**src/rtl/gpu_sequencer.sv**
```systemverilog
// gpu_sequencer: per-pixel shader opcode sequencer driving the broadcast global registers
module gpu_sequencer #(
  parameter int BIT_WIDTH  = 8,
  parameter int PROG_DEPTH = 16,
  parameter int PC_W       = $clog2(PROG_DEPTH) + 1
) (
  input  logic                   clk,
  input  logic                   reset,
  input  logic                   prog_we,
  input  logic [PC_W-2:0]        prog_addr,
  input  logic [15:0]            prog_wdata,
  input  logic                   cfg_we,
  input  logic [3:0]             cfg_addr,
  input  logic [BIT_WIDTH-1:0]   cfg_wdata,
  input  logic                   start,
  input  logic [BIT_WIDTH-1:0]   pixel_x,
  input  logic [BIT_WIDTH-1:0]   pixel_y,
  output logic [15:0]            opcode,
  output logic                   execute,
  output logic [9*BIT_WIDTH-1:0] global_registers,
  output logic                   busy,
  output logic                   done,
  output logic                   wr_ignored
);
  typedef enum logic [1:0] {IDLE, RUN, DONE} state_t;
  state_t state, state_d;
  logic [15:0] mem [PROG_DEPTH];
  logic [PC_W-1:0] pc, pc_d;
  logic [15:0] fetch;
  logic fetch_halt, cfg_ok, issue;
  logic [8:0][BIT_WIDTH-1:0] g;
  assign fetch = mem[state == IDLE ? '0 : pc[PC_W-2:0]];
  assign fetch_halt = fetch[15:14] == 2'b11 && !fetch[8] && fetch[7:0] == 8'hFF;
  assign cfg_ok = cfg_addr >= 4'd2 && cfg_addr <= 4'd8;
  assign busy = state != IDLE;
  assign done = state == DONE;
  assign global_registers = g;
  always_comb begin
    issue = (state == IDLE && start || state == RUN && pc != PC_W'(PROG_DEPTH)) && !fetch_halt;
    state_d = state == DONE || state == IDLE && !start ? IDLE : issue ? RUN : DONE;
    pc_d = state == IDLE && start ? PC_W'(1) : state == RUN && issue ? pc + PC_W'(1) : pc;
  end
  always_ff @(posedge clk) begin
    if (reset) begin
      state <= IDLE;
      pc <= '0;
      opcode <= '0;
      execute <= 1'b0;
      wr_ignored <= 1'b0;
      g <= '0;
    end else begin
      state <= state_d;
      pc <= pc_d;
      opcode <= issue ? fetch : '0;
      execute <= issue;
      wr_ignored <= prog_we && state != IDLE || cfg_we && !cfg_ok;
      if (state == IDLE && start) begin
        g[0] <= pixel_x;
        g[1] <= pixel_y;
      end
      if (cfg_we && cfg_ok) g[cfg_addr] <= cfg_wdata;
    end
  end
  always_ff @(posedge clk)
    if (prog_we && state == IDLE && !reset) mem[prog_addr] <= prog_wdata;
endmodule

```
**config.mk**
```make
export PLATFORM = sky130hd
export DESIGN_NAME = gpu_sequencer
export DESIGN_NICKNAME = d
export VERILOG_FILES = /design/src/rtl/gpu_sequencer.sv
export SDC_FILE = /design/constraint.sdc
export NUM_CORES = 1
export LEC_CHECK = 0
export CORE_MARGIN = 8
export CORE_UTILIZATION = 50
export DETAILED_ROUTE_END_ITERATION = 7
export PLACE_DENSITY = 0.79
export SLEW_MARGIN = 20
export SYNTH_ARGS = -nofsm -noshare
export SYNTH_HDL_FRONTEND = slang
export SYNTH_SLANG_ARGS = --single-unit
```
**constraint.sdc**
```tcl
create_clock -name clk -period 9 [get_ports clk]
set_input_delay 0.9 -clock clk [delete_from_list [all_inputs] [get_ports clk]]
set_output_delay 0.9 -clock clk [all_outputs]
set_load 0.05 [all_outputs]
```
---- Word-level counts from Yosys, hierarchy flattened ----
Memory sizes are Yosys's and may differ from the RTL's.
Index checks and enable logic that the tools add are counted.
word-level totals
  memory bits (writable) .................. 256
  logic and storage cells ................. 67
  bits in registers ....................... 97
  memories ................................ 1
operators by class
  bitwise logic cells ..................... 1
  $add $sub $neg .......................... 1
  multiplexer cells ....................... 12
  reductions and logical operators ........ 28
  equal/unequal tests ..................... 5
  $lt $le $gt $ge ......................... 4
memories
  name  words  bits a word  read ports  clocked after Yosys merged registers in  write ports  RTL line  text
  mem   16     16           1           0                                        1            27        logic [15:0] mem [PROG_DEPTH];
operator list
  cell                                                                number
  bitwise mux 72 bit                                                  1
  two-way mux 16 bit                                                  3
  demux 8 bit (select 4 bit)                                          1
  logical AND 1 bit                                                   14
  equality test 8 bit (second input constant)                         1
  two-way mux 8 bit                                                   1
  OR reduction 2 bit                                                  3
  adder 5 x 1 -> 5 bit (second input constant)                        1
  logical NOT 1 bit                                                   5
  < comparator 4 x 5 -> 1 bit (second input constant)                 1
  inequality test 5 bit (second input constant)                       1
  equality test 2 bit (second input constant)                         2
  greater-or-equal comparator 4 x 1 -> 1 bit (second input constant)  1
  greater-or-equal comparator 4 x 2 -> 1 bit (second input constant)  1
  less-or-equal comparator 4 bit (second input constant)              1
  two-way mux 1 bit                                                   4
  two-way mux 4 bit                                                   1
  nonzero test 2 bit                                                  2
  logical OR 1 bit                                                    3
  equality test 2 x 1 -> 1 bit (second input constant)                1
  logical NOT 2 bit                                                   1
  two-way mux 2 bit                                                   1
  inverter 1 bit                                                      1

---- Longest topological paths before layout ----
Gate-level depths: netlist of the first run.
An unclocked memory read counts as a cell.
  depth after elaboration ................. 11
  mapped depth ............................ 14
  depth with buffers taken out ............ 10

---- Worst setup path before layout of the first run ----
No wires, ideal clock.
  kind .................................... register to register
  start ................................... register state[1]
  end ..................................... memory mem[0][0], enable pin
  period minus slack after synthesis ...... 3.159 ns
  arrival ................................. 2.750 ns
  data required time ...................... 8.591 ns
  slack ................................... 5.841 ns
  setup time .............................. 0.409 ns
  stages on the path, launching flop included .. 10
  cell sequence ........................... dfxtp_1 -> buf_2 -> nor2_4 -> inv_2 -> buf_4 -> buf_4 -> nor3b_1 -> nor2b_1 -> nand2b_1 -> nor3_1
between the ends
  cells in the longest elaborated chain, start to end .. 5
ends and longest elaborated chain
  item                                     RTL line  text
  start, declared                          26        state_t state, state_d;
  start signal, assigned                   52        state <= state_d;
  logical NOT 2 bit                        65        if (prog_we && state == IDLE && !reset) mem[prog_addr] <= prog_wdata;
  logical AND 1 bit (2 in a row)           65
  two-way mux 1 bit                        65
  two-way mux 1 bit (implied by the code)  65
  end, declared                            27
No other way between the ends.

---- Final worst setup path of the first run ----
  start ................................... register pc[0]
  end ..................................... register pc[4]
between the ends
  cells in the longest elaborated chain, start to end .. 8
  elaborated cells on any way between the ends .. 14
  classes of those cells .................. add/sub: 1; eq/ne: 3; mux: 1; reduce/logical: 8; memory: 1
ends and longest elaborated chain
  item                                                             RTL line  text
  start, declared                                                  28        logic [PC_W-1:0] pc, pc_d;
  start signal, assigned                                           53        pc <= pc_d;
  two-way mux 4 bit                                                32        assign fetch = mem[state == IDLE ? '0 : pc[PC_W-2:0]];
  memory read (16 x 16 bit)                                        n/a
  equality test 2 bit / logical NOT 1 bit (equally long branches)  33        assign fetch_halt = fetch[15:14] == 2'b11 && !fetch[8] && fetch[7:0] == 8'hFF;
  logical AND 1 bit (2 in a row)                                   33
  logical NOT 1 bit                                                39        issue = (state == IDLE && start || state == RUN && pc != PC_W'(PROG_DEPTH)) && !fetch_halt;
  logical AND 1 bit                                                39
  logical AND 1 bit                                                41        pc_d = state == IDLE && start ? PC_W'(1) : state == RUN && issue ? pc + PC_W'(1) : pc;
Several ways; a longest one is shown, not always the timed one.
A chain may end at the register's enable or synchronous reset.

==> Implementation_results.wiki, run 1 <==
{| class="wikitable"
! Metric !! Value
|-
| Pin count of the biggest net entering global routing || 87
|-
| Number of max-cap violations || 0
|-
| Sum of routed wire length over all layers || 34630 um
|-
| Post-CTS sizing || 0
|-
| Global routing usage on met2 || 34.91%
|-
| Clock Latency Late Sink || 530 ps
|-
| Data arrival at the endpoint of the critical path || 4550 ps
|-
| Share of the synthesized area in compound gates (AO/OA/AOI/OAI) || 6.813%
|-
| Area post-placement || 15510 um^2
|-
| Vertical die dimension || 181.6 um
|-
| Number of enable flip-flop cells after synthesis || 256
|-
| Final number of setup-violating endpoints || 0
|-
| DRC violations left || 0
|-
| Unique masters post-synth || 57
|-
| Synthesis-stage register bit count || 353
|-
| Post-layout nets || 1149
|-
| Critical Path Start Type || register
|-
| Buffers inserted during post-CTS setup optimization || 0
|-
| Last weighted congestion value of the routability-driven placer || 0.8342
|-
| Part of the Yosys area used for sequential elements || 70.19%
|-
| Main combinational cell family by area after synthesis || multiplexers
|-
| Area fraction in and, or, nand and nor cells after synthesis || 8.162%
|-
| Port bufs || 144
|-
| Most common flop cell mapped by yosys || sky130_fd_sc_hd__edfxtp_1
|-
| Post-Syn Area per Cell || 14.50 um^2
|-
| Initial standard-cell utilization of the core || 50.91%
|-
| Filler cell count in the final layout || 1855
|-
| Total nets after synthesis || 1001
|-
| Average vias per placed instance || 5.931
|-
| Layout overhead on the synthesized area || 22.12%
|-
| Vias in the first global route || 8818
|-
| Overall die area || 32990 um^2
|-
| Wire length of the first global-routing pass || 52080 um
|-
| Peak-usage layer in the global routing report || met2
|-
| Number of hold violations in the final report || 0
|-
| Number of iterations in the first detailed-routing pass || 5
|-
| Maximum number of buffers from clock root to sink || 3
|-
| Cell leakage power || 5.772 nW
|-
| Clock Skew || 23.03 ps
|-
| Inserted Clock Buffers || 37
|-
| Peak clock frequency supported by timing || 241.6 MHz
|-
| Fraction of final layout cells sized beyond drive strength 1 || 12.39%
|-
| Yosys warnings || 0
|-
| Setup repair after global routing missed its margin || no
|-
| Post-layout min period || 4139 ps
|-
| Met1 capacity usage during global routing || 24.78%
|-
| Highest-count cells in the layout ignoring fill and taps || 256 x sky130_fd_sc_hd__edfxtp_1, 143 x sky130_fd_sc_hd__clkdlybuf4s50_1, 96 x sky130_fd_sc_hd__mux2i_1
|-
| Number of clock sinks seen by CTS || 353
|-
| Post-DR wirelength/cell || 23.67 um
|-
| Setup TNS || 0 ps
|-
| Transition time at the pin with the least slew margin || 1156 ps
|-
| Htree depth || 2
|-
| Number of slew-limit violations in the final report || 0
|-
| Count of hold buffers inserted by post-cts repair || 0
|-
| Largest fanout on the critical path || 62
|-
| Adder-Cell Fraction of Synth Area || 0.1824%
|-
| Total vias in the final route || 8677
|-
| Drt first-iter violations || 1069
|-
| Commonest non-fill, non-tap cell in the layout || sky130_fd_sc_hd__edfxtp_1
|-
| Clock Pin Slew Worst Setup and Hold Paths || 60 ps
|-
| Post-synth ARST share || 0%
|-
| Power Density || 213.3 nW/um^2
|-
| Worst min path class || register to register
|-
| Data required time at the worst endpoint || 9410 ps
|-
| Total gr overflow || 0
|-
| Tcrit/Tclk final || 45.99%
|-
| Antenna diode count || 0
|-
| Classification of the worst setup path || register to register
|-
| Number of instances in the synthesized netlist || 946
|-
| Placement row count || 60
|-
| Antenna viol nets, final || 0
|-
| Area of the core || 26950 um^2
|-
| Number of antenna violations at the first check in global routing || 0
|-
| Max-slew headroom at the worst pin || 22.62%
|-
| CTS tree || built
|-
| Boundary Pins || 145
|-
| IR Drop Worst-Case VDD || 193.0 uV
|-
| Combined area of all synthesized cells || 13720 um^2
|-
| Final cell area excluding filler cells || 16750 um^2
|-
| Met3 track demand over resource in global routing || 4.731%
|-
| XOR/XNOR Fraction of Synth Area || 0%
|-
| Root buf cell || sky130_fd_sc_hd__clkbuf_16
|-
| Capturing element type of the critical path || register
|-
| Die extent in x || 181.6 um
|-
| Result of the run || completed
|-
| Gr usage total || 20.46%
|-
| HPWL after DPL || 21180 um
|-
| Proportion of synthesized area in mux cells || 12.18%
|}
[synth_stat cells (3+ instances only)]
cell type | n | share of area [%]
sky130_fd_sc_hd__mux2i_1 | 96 | 7.0
sky130_fd_sc_hd__a31o_2 | 3 | 0.19
sky130_fd_sc_hd__a31oi_1 | 12 | 0.55
sky130_fd_sc_hd__nand2b_1 | 16 | 0.73
sky130_fd_sc_hd__nor4_1 | 8 | 0.36
sky130_fd_sc_hd__clkbuf_1 | 23 | 0.63
sky130_fd_sc_hd__nor2b_1 | 3 | 0.14
sky130_fd_sc_hd__o21bai_1 | 4 | 0.22
sky130_fd_sc_hd__o22a_1 | 4 | 0.26
sky130_fd_sc_hd__nand2_1 | 56 | 1.5
sky130_fd_sc_hd__a222oi_1 | 3 | 0.22
sky130_fd_sc_hd__nand3_1 | 10 | 0.36
sky130_fd_sc_hd__and2_1 | 7 | 0.32
sky130_fd_sc_hd__or3_1 | 7 | 0.32
sky130_fd_sc_hd__buf_2 | 17 | 0.62
sky130_fd_sc_hd__a211oi_1 | 5 | 0.27
sky130_fd_sc_hd__dfxtp_1 | 97 | 14
sky130_fd_sc_hd__inv_2 | 3 | 0.082
sky130_fd_sc_hd__and3_1 | 4 | 0.18
sky130_fd_sc_hd__o22ai_1 | 16 | 0.73
sky130_fd_sc_hd__buf_4 | 10 | 0.55
sky130_fd_sc_hd__a21oi_1 | 40 | 1.5
sky130_fd_sc_hd__nand3b_1 | 5 | 0.27
sky130_fd_sc_hd__nor2_1 | 105 | 2.9
sky130_fd_sc_hd__mux4_2 | 28 | 4.6
sky130_fd_sc_hd__inv_1 | 13 | 0.36
sky130_fd_sc_hd__o21ai_0 | 20 | 0.73
sky130_fd_sc_hd__mux2_2 | 5 | 0.41
sky130_fd_sc_hd__edfxtp_1 | 256 | 56
sky130_fd_sc_hd__nor3_1 | 20 | 0.73
sky130_fd_sc_hd__buf_1 | 3 | 0.082
sky130_fd_sc_hd__a221oi_1 | 5 | 0.32
sky130_fd_sc_hd__o221ai_1 | 6 | 0.38
[per-layer routing]
layer / vias to the layer above / routed length, um
met5: - / 0
met4: 0 / 1197
met1: 4237 / 12920
met3: 86 / 3171
met2: 482 / 17340
li1: 3872 / -
[final timing paths]
path                                          start             endpoint  slack, ps  cells past startpoint
worst min register to register  global_registers[9]  global_registers[9]        450                      2
worst max-delay path                          pc[0]                pc[4]       4860                     11
worst min-delay path            global_registers[9]  global_registers[9]        450                      2
worst max register to register                pc[0]                pc[4]       4860                     11
[power breakdown]
group          internal [W]  total, W  switching [W]
combinational     0.0000937  0.000254       0.000160
clock              0.000926   0.00154       0.000615
sequential          0.00176   0.00178      0.0000165
[layout make-up]
class | count | area, um^2 | area share (%)
Clock buffer | 51 | 1030 | 6.146
Clock inverter | 16 | 215.2 | 1.285
Inverter | 16 | 60.06 | 0.3585
Multi-Input combinational cell | 522 | 3801 | 22.69
Sequential cell | 353 | 9634 | 57.51
Tap cell | 341 | 426.7 | 2.547
Timing Repair Buffer | 164 | 1587 | 9.470
[worst max-delay path: stages (launching register included)]
cell and delay (ps):
sky130_fd_sc_hd__dfxtp_4 750, sky130_fd_sc_hd__buf_4 750, sky130_fd_sc_hd__o21ai_2 160, sky130_fd_sc_hd__buf_4 290
sky130_fd_sc_hd__or3_1 340, sky130_fd_sc_hd__a211oi_1 240, sky130_fd_sc_hd__nor4_1 110, sky130_fd_sc_hd__nand3_1 120
sky130_fd_sc_hd__nor3_1 90, sky130_fd_sc_hd__a31o_1 390, sky130_fd_sc_hd__or4_1 530, sky130_fd_sc_hd__mux2i_1 130
[sequential cells by signal, indices dropped and copies added, names as in the netlist]
register	count
mem	256
global_registers	72
opcode	16
pc	5
state	2
execute	1
wr_ignored	1
[stage by stage]
| step | utilization, % | instances | worst slack [ps] | total power, W | hold slack (ps) |
|---|---|---|---|---|---|
| after global placement | 57.54 | 1396 | 5044 | 0.002057 | 441.5 |
| final | 62.16 | 1463 | 4861 | 0.003573 | 453.5 |
| after global routing | 62.16 | 1463 | 4635 | 0.003670 | 478.4 |
| after floorplan | - | 946 | 5841 | 0.001964 | 446.9 |
| after detailed placement | 57.54 | 1396 | 4966 | 0.002063 | 448.0 |
| after CTS | 62.16 | 1463 | 4935 | 0.003591 | 456.3 |
[cell families after synthesis]
family / after synthesis
DFF: 353
and+or+nand+nor: 247
AOI/OAI and AO/OA: 142
muxes: 131
buffers and inverters: 71
adders and majority gates: 2
Note: power is estimated with default switching activity, not from simulation.
==> run 2: changes to the inputs <==
- PLACE_DENSITY: 0.79 -> 0.82
- clock period: 9 -> 3.39 ns (I/O delays scaled with it)
==> run 2 against run 1 <==
Against the previous run:
- maximum frequency up 28%
- cell count rose by 1.8%
- critical path depth down 2
- clock-buffer cell count rose by 3
- clock skew rose by 2.6 ps
- core utilization is 0.99 points higher
- worst hold slack worse by 93 ps
- wire length increased by 0.58%
- critical endpoint is now opcode[6]
- largest cell class unchanged
- largest power group unchanged
==> Implementation_results.wiki, run 2 (synthesized netlist as in run 1, its figures left out) <==
{| class="wikitable"
! Metric !! Value
|-
| Util after Layout || 63.15% (+0.99 points)
|-
| R2R Setup Slk || 160 ps (-4700 ps)
|-
| Power Density || 553.6 nW/um^2 (+160%)
|-
| Switching power total || 0.002106 W (+170%)
|-
| Highest-count cells in the layout ignoring fill and taps || 256 x sky130_fd_sc_hd__edfxtp_1, 143 x sky130_fd_sc_hd__clkdlybuf4s50_1, 96 x sky130_fd_sc_hd__mux2i_1
|-
| Clock Pin Slew Worst Setup and Hold Paths || 60 ps (about the same)
|-
| Post-Place Worst Slack || 201.4 ps (-4764 ps)
|-
| Final cell area excluding filler cells || 17020 um^2 (+1.6%)
|-
| Maximum number of buffers from clock root to sink || 3 (unchanged)
|-
| Setup TNS || 0 ps (unchanged)
|-
| Post-DR wirelength/cell || 23.38 um (-1.2%)
|-
| Antenna diode count || 0 (unchanged)
|-
| Root buf cell || sky130_fd_sc_hd__clkbuf_16
|-
| Transition time at the pin with the least slew margin || 922.8 ps (-233.7 ps)
|-
| Fraction of final layout cells sized beyond drive strength 1 || 14.45% (+2.1 points)
|-
| Reg2reg start || pc[0]
|-
| Post-layout min period || 3226 ps (-913.3 ps)
|-
| Filler cell count in the final layout || 1842 (-0.70%)
|-
| Count of hold buffers inserted by post-cts repair || 0 (unchanged)
|-
| Setup repair after global routing missed its margin || no
|-
| Htree depth || 2 (unchanged)
|-
| HPWL after DPL || 22630 um (+6.8%)
|-
| Sum of routed wire length over all layers || 34830 um (+0.58%)
|-
| Number of antenna violations at the first check in global routing || 0 (unchanged)
|-
| DRC violations left || 0 (unchanged)
|-
| Post-layout nets || 1175 (+2.3%)
|-
| Tcrit/Tclk final || 95.16% (+49 points)
|-
| Number of hold violations in the final report || 0 (unchanged)
|-
| Total gr overflow || 0 (unchanged)
|-
| Part of the power in the clock network || 42.4% (-0.7 points)
|-
| Wire length of the first global-routing pass || 52780 um (+1.3%)
|-
| Pin count of the biggest net entering global routing || 86 (-1.1%)
|-
| Number of cells on the worst hold path || 3 (+1)
|-
| Initial standard-cell utilization of the core || 50.91% (unchanged)
|-
| Inserted Clock Buffers || 37 (unchanged)
|-
| Number of clock sinks seen by CTS || 353 (unchanged)
|-
| Data required time at the worst endpoint || 3740 ps (-5670 ps)
|-
| FF/Latch Area || 9635 um^2 (about the same)
|-
| Sw Ratio || 22.35% (+0.19 points)
|-
| Gr usage total || 20.69% (+0.22 points)
|-
| Number of max-cap violations || 0 (unchanged)
|-
| Number of slew-limit violations in the final report || 0 (unchanged)
|-
| Met3 track demand over resource in global routing || 4.551% (-0.18 points)
|-
| Hold Crit Start || pixel_y[3]
|-
| Total vias in the final route || 8821 (+1.7%)
|-
| Peak clock frequency supported by timing || 310.0 MHz (+28%)
|-
| Buffers inserted during post-CTS setup optimization || 0 (unchanged)
|-
| Number of flip-flops under the largest register name || 256 (unchanged)
|-
| Capturing element type of the critical path || register
|-
| Destination of the worst hold path || global_registers[11]
|-
| Largest fanout on the critical path || 26 (-58%)
|-
| Combinational power share || 7.5% (+0.4 points)
|-
| IR Drop Worst-Case VDD || 422.6 uV (+120%)
|-
| Drt first-iter violations || 993 (-7.1%)
|-
| CTS tree || built
|-
| Post-layout worst setup margin || 164.1 ps (-4697 ps)
|-
| Met1 capacity usage during global routing || 24.53% (-0.25 points)
|-
| Placement row count || 60 (unchanged)
|-
| Register containing the most flip-flops in the final layout || mem
|-
| Area post-placement || 15790 um^2 (+1.8%)
|-
| Classification of the worst setup path || register to register
|-
| Post-CTS sizing || 0 (unchanged)
|-
| Die extent in x || 181.6 um (unchanged)
|-
| Cell leakage power || 5.918 nW (+2.5%)
|-
| Worst min path class || input port to register
|-
| Data arrival at the endpoint of the critical path || 3580 ps (-970 ps)
|-
| Sequential share of power || 50.0% (+0.2 points)
|-
| Commonest non-fill, non-tap cell in the layout || sky130_fd_sc_hd__edfxtp_1
|-
| Clock Skew || 25.62 ps (+2.593 ps)
|-
| Reg-to-reg endpoint || opcode[6]
|-
| Worst reg-to-reg path cell count || 9 (-2)
|-
| Last weighted congestion value of the routability-driven placer || 0.9004 (+7.9%)
|-
| Port bufs || 144 (unchanged)
|-
| Vertical die dimension || 181.6 um (unchanged)
|-
| Global routing usage on met2 || 35.51% (+0.60 points)
|-
| Multi-input combinational cell area || 3810 um^2 (+0.23%)
|-
| Overall die area || 32990 um^2 (unchanged)
|-
| Boundary Pins || 145 (unchanged)
|-
| Result of the run || completed
|-
| Antenna viol nets, final || 0 (unchanged)
|-
| Number of iterations in the first detailed-routing pass || 6 (+1)
|-
| Peak-usage layer in the global routing report || met2
|-
| Final number of setup-violating endpoints || 0 (unchanged)
|-
| Vias in the first global route || 8976 (+1.8%)
|-
| Layout overhead on the synthesized area || 24.06%
|-
| Critical Path Start Type || register
|-
| Clock Latency Late Sink || 530 ps (about the same)
|-
| Internal power of the cells || 0.007316 W (+160%)
|-
| Area of the core || 26950 um^2 (unchanged)
|-
| Max-slew headroom at the worst pin || 38.25% (+16 points)
|-
| Average vias per placed instance || 5.920 (-0.18%)
|}
[run 2: power groups by stage]
| stage | Sequential (W) | Clock [W] | Combinational, W |
|---|---|---|---|
| 5_1_grt | 0.00472 | 0.00421 | 0.000752 |
| 4_1_cts | 0.00471 | 0.00404 | 0.000707 |
| 2_1_floorplan | 0.00490 | 0 | 0.000314 |
| 6_report | 0.00471 | 0.00400 | 0.000709 |
| 3_3_place_gp | 0.00480 | 0 | 0.000685 |
| 3_5_place_dp | 0.00481 | 0 | 0.000700 |
[run 2: critical path: stages, from the launching register on]
cell	delay (ps)
sky130_fd_sc_hd__dfxtp_4	620
sky130_fd_sc_hd__buf_12	250
sky130_fd_sc_hd__mux2i_1	280
sky130_fd_sc_hd__a21oi_1	110
sky130_fd_sc_hd__o31ai_1	580
sky130_fd_sc_hd__o22a_1	250
sky130_fd_sc_hd__nor2_1	50
sky130_fd_sc_hd__a31o_1	210
sky130_fd_sc_hd__buf_4	190
sky130_fd_sc_hd__nor4_1	500
[run 2: how the worst max path moves through the flow]
stage / cells past startpoint / slack, ps / endpoint / from
2_1_floorplan: 9 / 230 / mem[0][0] / state[1]
3_3_place_gp: 10 / 430 / pc[4] / state[0]
3_5_place_dp: 11 / 200 / pc[3] / state[0]
4_1_cts: 11 / 160 / pc[3] / state[0]
5_1_grt: 11 / 20 / pc[0] / state[1]
6_report: 9 / 160 / opcode[6] / pc[0]
[run 2: layout make-up]
| cell class | instances | share of cell area, % |
|---|---|---|
| sequential | 353 | 56.61 |
| multi-input combinational | 522 | 22.38 |
| timing repair buffer | 190 | 10.98 |
| clock buffer | 54 | 6.300 |
| tap | 341 | 2.507 |
| clock inverter | 14 | 0.8528 |
| inverter | 16 | 0.3602 |
[run 2: metal layers]
layer  up-vias  part of all wire [%]
li1       3929                     -
met1      4351                    37
met2       449                    50
met3        92                   8.5
met4         0                   4.2
met5         -                     0
[run 2: metrics by stage]
step | total power (W) | cells | hold WS, ps
final | 0.009422 | 1490 | 360.4
after global routing | 0.009675 | 1490 | 376.6
after CTS | 0.009460 | 1490 | 355.1
after detailed placement | 0.005506 | 1422 | 447.0
after global placement | 0.005487 | 1422 | 441.9
after floorplan | 0.005213 | 946 | 437.9
==> run 3: changes to the inputs <==
- CORE_MARGIN: 8 -> default
==> run 3 against run 2 <==
Against the previous run:
- power is 1.2% higher
- first-iteration DRC count grew 6.8%
- critical path type unchanged
- highest routed layer unchanged
- die area is 15% lower
- clock power rose by 3%
- critical path depth is 2 higher
- worst hold slack lost 20 ps
==> Implementation_results.wiki, run 3 (synthesized netlist as in run 1, its figures left out) <==
{| class="wikitable"
! Metric !! Value
|-
| Port bufs || 144 (unchanged)
|-
| Power Density || 554.8 nW/um^2 (+0.23%)
|-
| Classification of the worst setup path || register to register
|-
| Total vias in the final route || 9018 (+2.2%)
|-
| Root buf cell || sky130_fd_sc_hd__clkbuf_16
|-
| Post-layout min period || 3311 ps (+84.82 ps)
|-
| Final cell area excluding filler cells || 17180 um^2 (+0.93%)
|-
| Average vias per placed instance || 5.960 (+0.68%)
|-
| Vias in the first global route || 9088 (+1.2%)
|-
| Worst min path class || input port to register
|-
| Area post-placement || 15910 um^2 (+0.76%)
|-
| Delay of the slowest critical-path stage || 600 ps (-20 ps)
|-
| Post-DR wirelength/cell || 23.23 um (-0.61%)
|-
| Largest fanout on the critical path || 17 (-35%)
|-
| R2R Setup Slk || 80 ps (-80 ps)
|-
| HPWL after DPL || 22300 um (-1.4%)
|-
| Number of max-cap violations || 0 (unchanged)
|-
| Part of the power in the clock network || 43.0% (+0.6 points)
|-
| Pin count of the biggest net entering global routing || 86 (unchanged)
|-
| Hold Crit Start || pixel_y[1]
|-
| Filler cell count in the final layout || 1829 (-0.71%)
|-
| Last weighted congestion value of the routability-driven placer || 0.8958 (-0.51%)
|-
| Initial standard-cell utilization of the core || 50.91% (unchanged)
|-
| Reg2reg start || state[1]
|-
| Vertical die dimension || 167.6 um (-7.7%)
|-
| Drt first-iter violations || 1061 (+6.8%)
|-
| Setup TNS || 0 ps (unchanged)
|-
| Critical Path Start Type || register
|-
| Highest-count cells in the layout ignoring fill and taps || 256 x sky130_fd_sc_hd__edfxtp_1, 143 x sky130_fd_sc_hd__clkdlybuf4s50_1, 96 x sky130_fd_sc_hd__mux2i_1
|-
| Switching power total || 0.002151 W (+2.1%)
|-
| Number of cells on the worst hold path || 3 (unchanged)
|-
| Number of slew-limit violations in the final report || 0 (unchanged)
|-
| Tcrit/Tclk final || 97.66% (+2.5 points)
|-
| Number of hold violations in the final report || 0 (unchanged)
|-
| Sum of routed wire length over all layers || 35150 um (+0.92%)
|-
| Data required time at the worst endpoint || 3810 ps (+70 ps)
|-
| CTS tree || built
|-
| Worst reg-to-reg path cell count || 11 (+2)
|-
| Boundary Pins || 145 (unchanged)
|-
| Count of hold buffers inserted by post-cts repair || 0 (unchanged)
|-
| Clock Latency Late Sink || 540 ps (about the same)
|-
| Result of the run || completed
|-
| Peak clock frequency supported by timing || 302.1 MHz (-2.6%)
|-
| Htree depth || 2 (unchanged)
|-
| Clock Pin Slew Worst Setup and Hold Paths || 60 ps (about the same)
|-
| CP Buf/Inv Count || 2 (unchanged)
|-
| Overall die area || 28100 um^2 (-15%)
|-
| Register containing the most flip-flops in the final layout || mem
|-
| Reg-to-reg endpoint || pc[4]
|-
| Die extent in x || 167.6 um (-7.7%)
|-
| Inserted Clock Buffers || 37 (unchanged)
|-
| Chain of cells forming the critical path || nor2_4 -> inv_2 -> nand2_2 -> o221ai_1 -> o21ai_0 -> a31oi_1 -> nor2_1 -> a31o_1 -> buf_4 -> or4_1 -> mux2i_1
|-
| Destination of the worst hold path || global_registers[9]
|-
| Wire length of the first global-routing pass || 53020 um (+0.46%)
|-
| Internal power of the cells || 0.007381 W (+0.88%)
|-
| Maximum number of buffers from clock root to sink || 3 (unchanged)
|-
| Sw Ratio || 22.56% (+0.21 points)
|-
| Gr usage total || 25.20% (+4.5 points)
|-
| Layout overhead on the synthesized area || 25.22%
|-
| Cell leakage power || 6.023 nW (+1.8%)
|-
| CP max stage cell || sky130_fd_sc_hd__dfxtp_1
|-
| Setup repair after global routing missed its margin || no
|-
| Number of antenna violations at the first check in global routing || 1 (+1)
|-
| Sequential share of power || 49.4% (-0.6 points)
|-
| Final number of setup-violating endpoints || 0 (unchanged)
|-
| Post-layout nets || 1197 (+1.9%)
|-
| Capturing element type of the critical path || register
|-
| Combinational power share || 7.6% (about the same)
|-
| Antenna viol nets, final || 0 (unchanged)
|-
| Clock Skew || 29.92 ps (+4.295 ps)
|-
| Commonest non-fill, non-tap cell in the layout || sky130_fd_sc_hd__edfxtp_1
|-
| Number of flip-flops under the largest register name || 256 (unchanged)
|-
| Total gr overflow || 0 (unchanged)
|-
| Max-slew headroom at the worst pin || 37.33% (-0.92 points)
|-
| Critical path startpoint || state[1]
|-
| Total power || 0.009532 W (+1.2%)
|-
| IR Drop Worst-Case VDD || 433.9 uV (+2.7%)
|-
| Family of cells with the greatest summed delay on the critical path || simple AND/OR/NAND/NOR gates
|-
| Placement row count || 60 (unchanged)
|-
| DRC violations left || 0 (unchanged)
|-
| Fraction of final layout cells sized beyond drive strength 1 || 16.57% (+2.1 points)
|-
| Area of the core || 26950 um^2 (unchanged)
|-
| Transition time at the pin with the least slew margin || 936.5 ps (+13.74 ps)
|-
| Number of clock sinks seen by CTS || 353 (unchanged)
|-
| Number of iterations in the first detailed-routing pass || 7 (+1)
|-
| Data arrival at the endpoint of the critical path || 3730 ps (+150 ps)
|}
==> run 3: metrics by stage <==
step,worst slack (ps),cells,hold WS [ps],utilization (%)
final,79.29,1513,340.1,63.74
after global routing,5.782,1513,357.7,63.74
after CTS,39.14,1512,329.5,63.69
after detailed placement,81.29,1444,447.4,59.05
after global placement,247.7,1444,441.6,59.05
after floorplan,230.9,946,437.9,-
==> run 3: worst max-delay path by stage <==
stage	to	cells after the start
after floorplan	mem[0][0]	9
after global placement	opcode[7]	11
after detailed placement	opcode[7]	10
after CTS	opcode[7]	11
after global routing	pc[4]	12
final	pc[4]	11
==> run 3: timing repair <==
item,CTS,global route
gates resized for setup,0,2
buffers inserted,0,0
endpoints found under the setup margin,0,11
==> run 3: worst reg2reg max path, delay by kind of cell (launching register included) <==
family / cells / cell delay, ps
buffers and inverters: 2 / 520
AND/OR/NAND/NOR: 4 / 1030
flip-flops: 1 / 600
AO/OA/AOI/OAI: 4 / 910
multiplexers: 1 / 140
==> run 3: power by group through the flow <==
| stage | clock network (W) | logic, W | registers, W |
|---|---|---|---|
| CTS | 0.00414 | 0.000716 | 0.00471 |
| global route | 0.00431 | 0.000761 | 0.00471 |
| finish | 0.00410 | 0.000725 | 0.00471 |
| floorplan | 0 | 0.000314 | 0.00490 |
| detailed placement | 0 | 0.000708 | 0.00480 |
| global placement | 0 | 0.000692 | 0.00480 |
==> run 3: routing by layer <==
layer / track usage (%) / routed length, um / up-vias
li1: - / - / 3979
met1: 30.30 / 12800 / 4447
met2: 43.84 / 18000 / 489
met3: 4.467 / 2882 / 103
met4: 12.29 / 1469 / 0
met5: 0 / 0 / -
==> run 3: cell type report <==
class | count | area, um^2 | area share, %
clock buffer | 45 | 997.2 | 5.805
sequential | 353 | 9634 | 56.08
clock inverter | 23 | 252.7 | 1.471
timing repair buffer | 212 | 1984 | 11.55
antenna | 1 | 2.502 | 0.01457
tap | 341 | 426.7 | 2.484
inverter | 16 | 60.06 | 0.3496
multi-input combinational | 522 | 3821 | 22.24
